### src/rtl/adder_ksa_sub_pipe_pkg.sv
// ============================================================================
// Module   : adder_ksa_sub_pipe_pkg
// Purpose  : Shared sizing helpers for the pipelined Kogge-Stone subtractor.
// Revision : 1.0 - initial release
// ============================================================================
`default_nettype none

package adder_ksa_sub_pipe_pkg;

   localparam int ADDER_WIDTH_MIN = 2;
   localparam int ADDER_WIDTH_MAX = 64;

   function automatic int adder_levels(input int width);
      return $clog2(width);
   endfunction

   // Pipeline slots: pg register, one per prefix level, output register.
   function automatic int adder_lat(input int width);
      return $clog2(width) + 2;
   endfunction

endpackage

`default_nettype wire

### src/rtl/adder_ksa_level.sv
// ============================================================================
// Module   : adder_ksa_level
// Purpose  : One combinational Kogge-Stone prefix level with the given span.
// Revision : 1.0 - initial release
// ============================================================================
`default_nettype none

module adder_ksa_level #(
   parameter int WIDTH = 16,
   parameter int SPAN  = 1
) (
   input  logic [WIDTH-1:0] i_p,
   input  logic [WIDTH-1:0] i_g,
   output logic [WIDTH-1:0] o_p,
   output logic [WIDTH-1:0] o_g
);

   for (genvar j = 0; j < WIDTH; j++) begin : g_bit
      if (j >= SPAN) begin : g_grp
         assign o_g[j] = i_g[j] | (i_p[j] & i_g[j-SPAN]);
      end else begin : g_pass
         assign o_g[j] = i_g[j];
      end

      // Below 2*SPAN the group already reaches bit 0, so its propagate is never used again.
      if (j >= 2*SPAN) begin : g_prop
         assign o_p[j] = i_p[j] & i_p[j-SPAN];
      end else begin : g_keep
         assign o_p[j] = i_p[j];
      end
   end

endmodule

`default_nettype wire

### src/rtl/adder_ksa_sub_pipe.sv
// ============================================================================
// Module   : adder_ksa_sub_pipe
// Purpose  : Pipelined Kogge-Stone subtractor a - b - bi, valid/ready in and out.
//            Optional signed-overflow output m_ovf under macro ADDER_SUB_OVF_EN.
// Revision : 1.0 - initial release
// ============================================================================
`default_nettype none

module adder_ksa_sub_pipe
   import adder_ksa_sub_pipe_pkg::*;
#(
   parameter int WIDTH = 16
) (
   input  logic             clk,
   input  logic             rst,
   input  logic             s_valid,
   output logic             s_ready,
   input  logic [WIDTH-1:0] s_a,
   input  logic [WIDTH-1:0] s_b,
   input  logic             s_bi,
   output logic             m_valid,
   input  logic             m_ready,
`ifdef ADDER_SUB_OVF_EN
   output logic             m_ovf,
`endif
   output logic [WIDTH:0]   m_po
);

   localparam int GP  = adder_levels(WIDTH);
   localparam int LAT = adder_lat(WIDTH);
   localparam int OUT = LAT - 1;

   logic [LAT-1:0]   r_v;
   logic [LAT-1:0]   w_adv;
   logic [LAT-1:0]   w_en;
   logic             w_go;

   logic [WIDTH-1:0] w_p0;
   logic [WIDTH-1:0] w_g0;
   logic [WIDTH-1:0] r_p  [0:GP];
   logic [WIDTH-1:0] r_g  [0:GP];
   logic [WIDTH-1:0] r_x  [0:GP];
   logic [GP:0]      r_bi;
   logic [WIDTH-1:0] w_lp [1:GP];
   logic [WIDTH-1:0] w_lg [1:GP];
   logic [WIDTH-1:0] w_d;
   logic             w_bo;
`ifdef ADDER_SUB_OVF_EN
   logic [GP:0]      r_am;
   logic [GP:0]      r_bm;
`endif

   // A slot may move when some slot above it is empty, or the output is being taken.
   always_comb begin
      w_go  = m_ready;
      w_adv = '0;
      for (int k = OUT; k >= 0; k--) begin
         w_adv[k] = r_v[k] & w_go;
         w_go     = w_go | ~r_v[k];
      end
      s_ready = w_go;
   end

   assign w_en    = {w_adv[OUT-1:0], s_valid & s_ready};
   assign m_valid = r_v[OUT];

   always_ff @(posedge clk or posedge rst) begin
      if (rst) begin
         r_v <= '0;
      end else begin
         r_v <= w_en | (r_v & ~w_adv);
      end
   end

   // Subtract as a + ~b + ~bi; the carry-in is folded into g[0].
   always_comb begin
      w_p0    = s_a ^ ~s_b;
      w_g0    = s_a & ~s_b;
      w_g0[0] = w_g0[0] | (w_p0[0] & ~s_bi);
   end

   for (genvar k = 1; k <= GP; k++) begin : g_lvl
      adder_ksa_level #(
         .WIDTH (WIDTH),
         .SPAN  (1 << (k-1))
      ) u_lvl (
         .i_p (r_p[k-1]),
         .i_g (r_g[k-1]),
         .o_p (w_lp[k]),
         .o_g (w_lg[k])
      );
   end

   always_ff @(posedge clk) begin
      if (w_en[0]) begin
         r_p[0]  <= w_p0;
         r_g[0]  <= w_g0;
         r_x[0]  <= w_p0;
         r_bi[0] <= s_bi;
`ifdef ADDER_SUB_OVF_EN
         r_am[0] <= s_a[WIDTH-1];
         r_bm[0] <= s_b[WIDTH-1];
`endif
      end
      for (int k = 1; k <= GP; k++) begin
         if (w_en[k]) begin
            r_p[k]  <= w_lp[k];
            r_g[k]  <= w_lg[k];
            r_x[k]  <= r_x[k-1];
            r_bi[k] <= r_bi[k-1];
`ifdef ADDER_SUB_OVF_EN
            r_am[k] <= r_am[k-1];
            r_bm[k] <= r_bm[k-1];
`endif
         end
      end
   end

   assign w_d  = r_x[GP] ^ {r_g[GP][WIDTH-2:0], ~r_bi[GP]};
   assign w_bo = ~r_g[GP][WIDTH-1];

   always_ff @(posedge clk or posedge rst) begin
      if (rst) begin
         m_po  <= '0;
`ifdef ADDER_SUB_OVF_EN
         m_ovf <= 1'b0;
`endif
      end else if (w_en[OUT]) begin
         m_po  <= {w_bo, w_d};
`ifdef ADDER_SUB_OVF_EN
         m_ovf <= (r_am[GP] ^ r_bm[GP]) & (w_d[WIDTH-1] ^ r_am[GP]);
`endif
      end
   end

endmodule

`default_nettype wire
### config.mk
export PLATFORM = sky130hd
export DESIGN_NAME = adder_ksa_sub_pipe
export DESIGN_NICKNAME = d
export VERILOG_FILES = /design/src/rtl/adder_ksa_sub_pipe_pkg.sv /design/src/rtl/adder_ksa_level.sv /design/src/rtl/adder_ksa_sub_pipe.sv
export SDC_FILE = /design/constraint.sdc
export NUM_CORES = 1
export LEC_CHECK = 0
export CAP_MARGIN = 0
export CORE_UTILIZATION = 60
export CTS_CLUSTER_SIZE = 14
export DETAILED_ROUTE_END_ITERATION = 6
export DONT_BUFFER_PORTS = 1
export PLACE_DENSITY_LB_ADDON = 0.15
export SLEW_MARGIN = 20
export SYNTH_ARGS = -nofsm -noshare
export SYNTH_HDL_FRONTEND = slang
export SYNTH_SLANG_ARGS = --single-unit
### constraint.sdc
create_clock -name clk -period 9.3 [get_ports clk]
set_clock_uncertainty 0.05 [all_clocks]
set_input_delay 1.86 -clock clk [delete_from_list [all_inputs] [get_ports clk]]
set_output_delay 1.86 -clock clk [all_outputs]
set_load 0.02 [all_outputs]
# Yosys cells after proc, flatten, opt, wreduce, memory -nomap -nowiden
# Memory sizes are Yosys's and may differ from the RTL's.
# Cells that the tools add are included.
# W data, S select, Z words.
[op_classes] bitwise_logic=163 n_mux=10
[ops] operator="$and A1 B1 Y1" count=91
[ops] operator="$or A1 B1 Y1" count=56
[ops] operator="$xor A16 B16 Y16" count=2
[ops] operator="$and A16 B16 Y16" count=1
[ops] operator="$not A16 Y16" count=1
[ops] operator="$mux W1" count=10
[ops] operator="$not A1 Y1" count=9
[ops] operator="$and A6 B6 Y6" count=1
[ops] operator="$not A6 Y6" count=1
[ops] operator="$or A6 B6 Y6" count=1
[word_totals] out_inout_bits=19 mem_count=3 inputBits=37 regBits=28 word_cells=183 ramBits=240
[memory_table] name="r_g" depth=5 word_bits=16 read_ports=5 rd_clocked_by_memory_dff=0 wr=5 line="adder_ksa_sub_pipe.sv:41" text="logic [WIDTH-1:0] r_g [0:GP];"
[memory_table] name="r_p" depth=5 word_bits=16 read_ports=4 rd_clocked_by_memory_dff=0 wr=5 line="adder_ksa_sub_pipe.sv:40" text="logic [WIDTH-1:0] r_p [0:GP];"
[memory_table] name="r_x" depth=5 word_bits=16 read_ports=5 rd_clocked_by_memory_dff=0 wr=5 line="adder_ksa_sub_pipe.sv:42" text="logic [WIDTH-1:0] r_x [0:GP];"

# Depth between registers and ports, before layout
# Gate-level depths: netlist of run 1.
[logic_depth] word_depth=10 ltp_mapped=4 ltp_nobuf=3

# Hierarchy
# From an unflattened synthesis of run 1, not the netlist that was laid out.
[unflattened] hier_cells=462 hier_area_um2=8650.8
[modules_own_cells] mod="adder_ksa_sub_pipe" seq_area_each_um2=6971.7 n_inst=1 cells_each=334 area_per_inst_um2=7721.2
[modules_own_cells] mod="adder_ksa_level at g_lvl[4].u_lvl" seq_area_each_um2=0.0 n_inst=1 cells_each=32 area_per_inst_um2=240.2
[modules_own_cells] mod="adder_ksa_level at g_lvl[3].u_lvl" seq_area_each_um2=0.0 n_inst=1 cells_each=32 area_per_inst_um2=237.7
[modules_own_cells] mod="adder_ksa_level at g_lvl[2].u_lvl" seq_area_each_um2=0.0 n_inst=1 cells_each=32 area_per_inst_um2=227.7
[modules_own_cells] mod="adder_ksa_level at g_lvl[1].u_lvl" seq_area_each_um2=0.0 n_inst=1 cells_each=32 area_per_inst_um2=224.0

# Worst setup path after synthesis of run 1
# No wires, ideal clock.
[synth_timing] kind="input -> register" from="in m_ready" to="reg r_bi[0] (enable)" setup_slack_ps=4250 t_required_ps=8776 cell_stages=3 t_arrival_ps=4526 path_buffers=0 setup_time_ps=474 cell_sequence="nand4b_1 > nor2_2 > a21boi_0"
[synth_between] elab_chain_len=7
[synth_lines] item="from (decl)" line="adder_ksa_sub_pipe.sv:22" text="input logic m_ready,"
[synth_lines] item="$or A1 B1 Y1 (6 in series)" line="adder_ksa_sub_pipe.sv:59" text="w_go = w_go | ~r_v[k];"
[synth_lines] item="$and A1 B1 Y1" line="adder_ksa_sub_pipe.sv:64" text="assign w_en = {w_adv[OUT-1:0], s_valid & s_ready};"
[synth_lines] item="named net w_en[0]" line="adder_ksa_sub_pipe.sv:35" text="logic [LAT-1:0] w_en;"
[synth_lines] item="to (signal assigned)" line="adder_ksa_sub_pipe.sv:99" text="r_bi[0] <= s_bi;"
[synth_lines] item="to (signal, indexed assignment)" line="adder_ksa_sub_pipe.sv:110" text="r_bi[k] <= r_bi[k-1];"
[synth_lines] item="to (decl)" line="adder_ksa_sub_pipe.sv:43" text="logic [GP:0] r_bi;"
# The timed path passes the listed nets, and every way through them passes these cells.
# A chain may end at the register's enable or synchronous reset.

# Final worst setup path of run 1
[layout_timing] from="in m_ready" to="out s_ready"
[layout_between] elab_chain_len=6
[layout_lines] item="$or A1 B1 Y1 (6 in series)" line="adder_ksa_sub_pipe.sv:59"
[layout_lines] item="to (decl)" line="adder_ksa_sub_pipe.sv:17" text="output logic s_ready,"
# Every way passes these cells.

==> results.sh, run 1 <==
export IMPL_status="finished, final reports clean"
export IMPL_worst_pin_slew_ns=1.03
export IMPL_setup_tns_ns=0
export IMPL_die_w_um=117
export IMPL_clock_latency_ns=0.48
export IMPL_tritoncts="done"
export IMPL_rsz0062_at_grt="false"
export IMPL_diodes=0
export IMPL_hold_viol=0
export IMPL_clkTransAtPathRegs_ns=0.06
export IMPL_yosysSeqAreaShare_pct=83.1
export IMPL_r2r_start="r_v[5]"
export IMPL_ir_worst_vdd_mv=0.149
export IMPL_dp_cells=576
export IMPL_nNetsFinal=481
export IMPL_period_minus_slack_ns=4.56
export IMPL_post_cts_setup_buffer_count=0
export IMPL_critPathLaunchType="input pin"
export IMPL_syn_num_nets=456
export IMPL_firstDrtPassIters=4
export IMPL_drv_slew=0
export IMPL_crit_slowest_cell="nor2_2"
export IMPL_routed_wl_um=9650
export IMPL_grt_pass1_vias=3197
export IMPL_fp_dieH_um=117
export IMPL_syn_avg_cell_area_um2=19.6
export IMPL_antenna_found_initial=0
export IMPL_post_route_period_util_pct=49.1
export IMPL_routed_via_count=3188
export IMPL_mostFrequentLayoutCells="edfxtp_1 (199), a21o_1 (52), and2_1 (35)"
export IMPL_drive_gt1_share_pct=10.4
export IMPL_clock_sinks=222
export IMPL_start_util_pct=61.9
export IMPL_num_rows=41
export IMPL_cts_resized_gates=0
export IMPL_yosysTopAreaCell="edfxtp_1"
export IMPL_hold_class="flip-flop to flip-flop"
export IMPL_grt_max_degree=48
export IMPL_grt_first_pass_wirelength_um=15400
export IMPL_fillers=846
export IMPL_end_kind="output pin"
export IMPL_clockBufferDepth=3
export IMPL_power_leakage_uw=0.00333
export IMPL_via_per_inst=5.19
export IMPL_remaining_drc_errors=0
export IMPL_r2r_cells=3
export IMPL_hold_buffers=0
export IMPL_setup_viol=0
export IMPL_ios=56
export IMPL_grt_total_usage_pct=15.0
export IMPL_r2r_end="r_g[0][34]"
export IMPL_final_cells=614
export IMPL_yosysTopAreaCellShare_pct=75.8
export IMPL_cts_buffers=21
export IMPL_cp_arrival_ns=2.65
export IMPL_slew_headroom_pct=31.4
export IMPL_whs_path_depth=0
export IMPL_design_die_area_um2=13600
export IMPL_cp_max_fo=5
export IMPL_ys_ff_latch=222
export IMPL_synthCells=403
export IMPL_htreeDepth=1
export IMPL_drt_initial_drc_count=119
export IMPL_power_density_nw_per_um2=270
export IMPL_areaGrowthSynthToFinish_pct=11.0
export IMPL_crit_chain="nand4b_1 -> nor2_2 -> nand2_1"
export IMPL_final_common_cell="edfxtp_1"
export IMPL_critPathKind="input pin to output pin"
export IMPL_combPwrFrac_pct=7.6
export IMPL_synth_area_leaders="edfxtp_1 (76%), dfrtp_1 (7.3%), a21o_1 (5.0%)"
export IMPL_wl_per_cell_um=15.7
export IMPL_drv_cap=0
export IMPL_max_freq_mhz=219
export IMPL_seq_power_share_pct=61.1
export IMPL_max_stage_delay_ns=0.35
export IMPL_syn_area_um2=7880
export IMPL_grt_overflow=0
export IMPL_p_int_uw=1810
export IMPL_core_area_um2=12700
export IMPL_p_switching_uw=554
export IMPL_synth_cell_type_count=23
export IMPL_ant_nets=0
export IMPL_worstPathRequired_ns=7.39
export IMPL_reg2reg_setup_slack_ns=6.96
export IMPL_root_buffer="clkbuf_16"
export IMPL_hold_end="r_x[0][61]"
export IMPL_clkPwrFrac_pct=31.3
export IMPL_port_buffers=0
export IMPL_p_sw_share_pct=23.4
export IMPL_hold_start="r_x[0][45]"
export IMPL_hpwlAfterDp_um=6150
export IMPL_yosysWarnings=0
export IMPL_gp_congestion=0.694
==> critical path, delay by kind of cell <==
kind	cells	cell delay (ns)
simple gates	3	0.80
==> flip-flops by register name (all words and copies together), names as in the netlist <==
name,cells
r_x,80
r_p,34
r_v,6
r_g,80
r_bi,5
m_po,17
==> per-stage QoR <==
step | util, % | area (µm²) | setup slack, ns | hold slack, ns | power, µW
after floorplan | - | 7880 | 4.25 | 0.350 | 1580
final | 68.7 | 8750 | 4.74 | 0.364 | 2360
after global routing | 68.7 | 8750 | 4.69 | 0.370 | 2470
after detailed placement | 63.9 | 8130 | 4.74 | 0.355 | 1650
after global placement | 63.9 | 8130 | 4.76 | 0.351 | 1630
after CTS | 68.5 | 8720 | 4.74 | 0.360 | 2390
==> metal layers <==
metal  vias to the layer above  track usage (%)  part of all wire, %
met4                         0             5.65                  2.9
li1                       1556                -                    -
met1                      1518             20.6                   45
met5                         -                0                    0
met2                        88             24.2                   47
met3                        26             2.91                  4.9
==> how the worst max path moves through the flow <==
stage               startpoint  endpoint
floorplan              m_ready   r_bi[0]
global placement       m_ready   s_ready
detailed placement     m_ready   s_ready
CTS                    m_ready   s_ready
global route           m_ready   s_ready
finish                 m_ready   s_ready
==> power by group through the flow <==
stage                     Sequential, µW  Clock, µW  Combinational [µW]
after floorplan                     1440          0                 141
after global placement              1460          0                 174
after detailed placement            1470          0                 179
after CTS                           1450        758                 181
after global routing                1470        795                 204
final                               1440        741                 179
==> cells in the mapped netlist (all sizes together) <==
cell	instances
nand2b	3
or2	1
nand2	4
buf	1
a21o	52
xnor2	8
o21ai	16
mux2	9
nand4b	1
dfrtp	23
nor2	1
and2	36
xor2	8
ha	16
nand4	1
edfxtp	199
nor2b	2
a21boi	2
inv	19
clkbuf	1
==> logic make-up (layout without fill, tap and decap cells) <==
family,count (synthesis),after routing,share of synthesized area (%)
fa+ha+maj,16,16,2.54
mux,9,9,1.38
simple gates,49,49,3.92
flops,222,222,83.1
buf+inv,21,60,1.10
xor+xnor,16,16,1.78
compound gates,70,70,6.16
==> layout make-up <==
class	instances	area, µm²	area share [%]
clock buffers	27	548	6.27
clock inverters	10	42.5	0.486
inverters	19	71.3	0.815
multi-input cells	160	1270	14.5
flip-flops and latches	222	6550	74.9
well taps	172	215	2.46
repair buffers	4	50.0	0.572
Power figures use the tool's default switching activity.
==> inputs of run 2 (changes only) <==
Clock period 9.3 ns to 4.6 ns, I/O delays scaled along.
==> results.sh, run 2 (synthesis gave the netlist of run 1 again) <==
export IMPL_root_buffer="clkbuf_16"
export IMPL_combPwrFrac_pct=7.2
export IMPL_post_cts_setup_buffer_count=0
export IMPL_power_leakage_uw=0.00339
export IMPL_start_util_pct=61.9
export IMPL_max_stage_delay_ns=0.50
export IMPL_cts_buffers=22
export IMPL_setup_viol=0
export IMPL_hold_buffers=0
export IMPL_hold_class="flip-flop to flip-flop"
export IMPL_diodes=0
export IMPL_crit_slowest_cell="dfrtp_1"
export IMPL_critPathLaunchType="flip-flop"
export IMPL_grt_max_degree=48
export IMPL_dp_cells=576
export IMPL_mostFrequentLayoutCells="edfxtp_1 (199), a21o_1 (52), and2_1 (35)"
export IMPL_end_kind="output pin"
export IMPL_reg_top3="r_g x80, r_x x80, r_p x34"
export IMPL_wl_per_cell_um=16.3
export IMPL_setup_ws_ns=1.85
export IMPL_cp_max_fo=5
export IMPL_final_common_cell="edfxtp_1"
export IMPL_fillers=823
export IMPL_clock_latency_ns=0.49
export IMPL_clock_sinks=222
export IMPL_p_int_uw=3870
export IMPL_design_die_area_um2=13600
export IMPL_grt_pass1_vias=3245
export IMPL_grt_overflow=0
export IMPL_critPathBufInv=0
export IMPL_cp_arrival_ns=1.78
export IMPL_drt_initial_drc_count=144
export IMPL_port_buffers=0
export IMPL_multi_input_area_um2=1270
export IMPL_grt_first_pass_wirelength_um=15600
export IMPL_seq_power_share_pct=58.5
export IMPL_setup_tns_ns=0
export IMPL_clockBufferDepth=3
export IMPL_p_switching_uw=1130
export IMPL_p_total_uw=5000
export IMPL_routed_via_count=3257
export IMPL_pre_cts_ws_ns=1.91
export IMPL_fp_dieH_um=117
export IMPL_post_route_period_util_pct=59.7
export IMPL_critPathKind="flip-flop to output pin"
export IMPL_ant_nets=0
export IMPL_cts_resized_gates=0
export IMPL_drive_gt1_share_pct=11.2
export IMPL_drv_cap=0
export IMPL_nNetsFinal=482
export IMPL_die_w_um=117
export IMPL_max_freq_mhz=364
export IMPL_regArea_um2=6550
export IMPL_remaining_drc_errors=0
export IMPL_cp_top_family="simple AND/OR/NAND/NOR gates"
export IMPL_num_rows=41
export IMPL_tritoncts="done"
export IMPL_crit_chain="nand4b_1 -> nor2_2 -> nand2_1"
export IMPL_status="finished, final reports clean"
export IMPL_rsz0062_at_grt="false"
export IMPL_gp_congestion=0.698
export IMPL_drv_slew=0
export IMPL_firstDrtPassIters=4
export IMPL_worstPathRequired_ns=3.63
export IMPL_clkTransAtPathRegs_ns=0.06
export IMPL_power_density_nw_per_um2=564
export IMPL_period_minus_slack_ns=2.75
export IMPL_hpwlAfterDp_um=6360
export IMPL_hold_viol=0
export IMPL_areaGrowthSynthToFinish_pct=12.5
export IMPL_clkPwrFrac_pct=34.3
export IMPL_htreeDepth=1
export IMPL_routed_wl_um=10000
export IMPL_antenna_found_initial=0
export IMPL_ir_worst_vdd_mv=0.333
export IMPL_grt_total_usage_pct=15.5
export IMPL_worst_pin_slew_ns=1.06
export IMPL_p_sw_share_pct=22.7
export IMPL_ios=56
export IMPL_final_cells=617
export IMPL_core_area_um2=12700
export IMPL_via_per_inst=5.28
export IMPL_slew_headroom_pct=29.5
[run 2: power by group through the flow]
stage / Combinational [µW] / Sequential (µW) / Clock [µW]
after global placement: 350 / 2950 / 0
after CTS: 368 / 2930 / 1760
after detailed placement: 364 / 2970 / 0
after global routing: 409 / 2970 / 1830
final: 362 / 2930 / 1710
after floorplan: 285 / 2910 / 0
[run 2: metrics by stage]
stage | util, % | hold WS, ns | area [µm²]
after detailed placement | 63.9 | 0.355 | 8130
after floorplan | - | 0.350 | 7880
after global routing | 69.7 | 0.374 | 8860
after CTS | 69.5 | 0.368 | 8840
after global placement | 63.9 | 0.351 | 8130
final | 69.7 | 0.368 | 8860
[run 2: layout make-up]
type / instances / area share, %
repair buffers: 4 / 0.565
clock inverters: 9 / 1.06
clock buffers: 31 / 6.94
well taps: 172 / 2.43
multi-input cells: 160 / 14.3
flip-flops and latches: 222 / 73.9
inverters: 19 / 0.805
[run 2: final timing paths]
check	cells after the start	slack [ns]	to	startpoint
min in group asynchronous	1	0.43	m_po[0]	rst
min	0	0.37	r_x[0][36]	r_x[0][20]
max in group asynchronous	1	3.55	m_po[13]	rst
min reg2reg	0	0.37	r_x[0][36]	r_x[0][20]
max	3	1.85	s_ready	r_v[5]
max reg2reg	3	2.27	r_bi[2]	r_v[5]
[run 2: routing by layer]
layer | vias to the layer above | track usage [%] | part of all wire [%]
li1 | 1562 | - | -
met1 | 1579 | 20.0 | 45
met2 | 86 | 25.1 | 47
met3 | 30 | 3.37 | 4.3
met4 | 0 | 7.43 | 3.6
met5 | - | 0 | 0
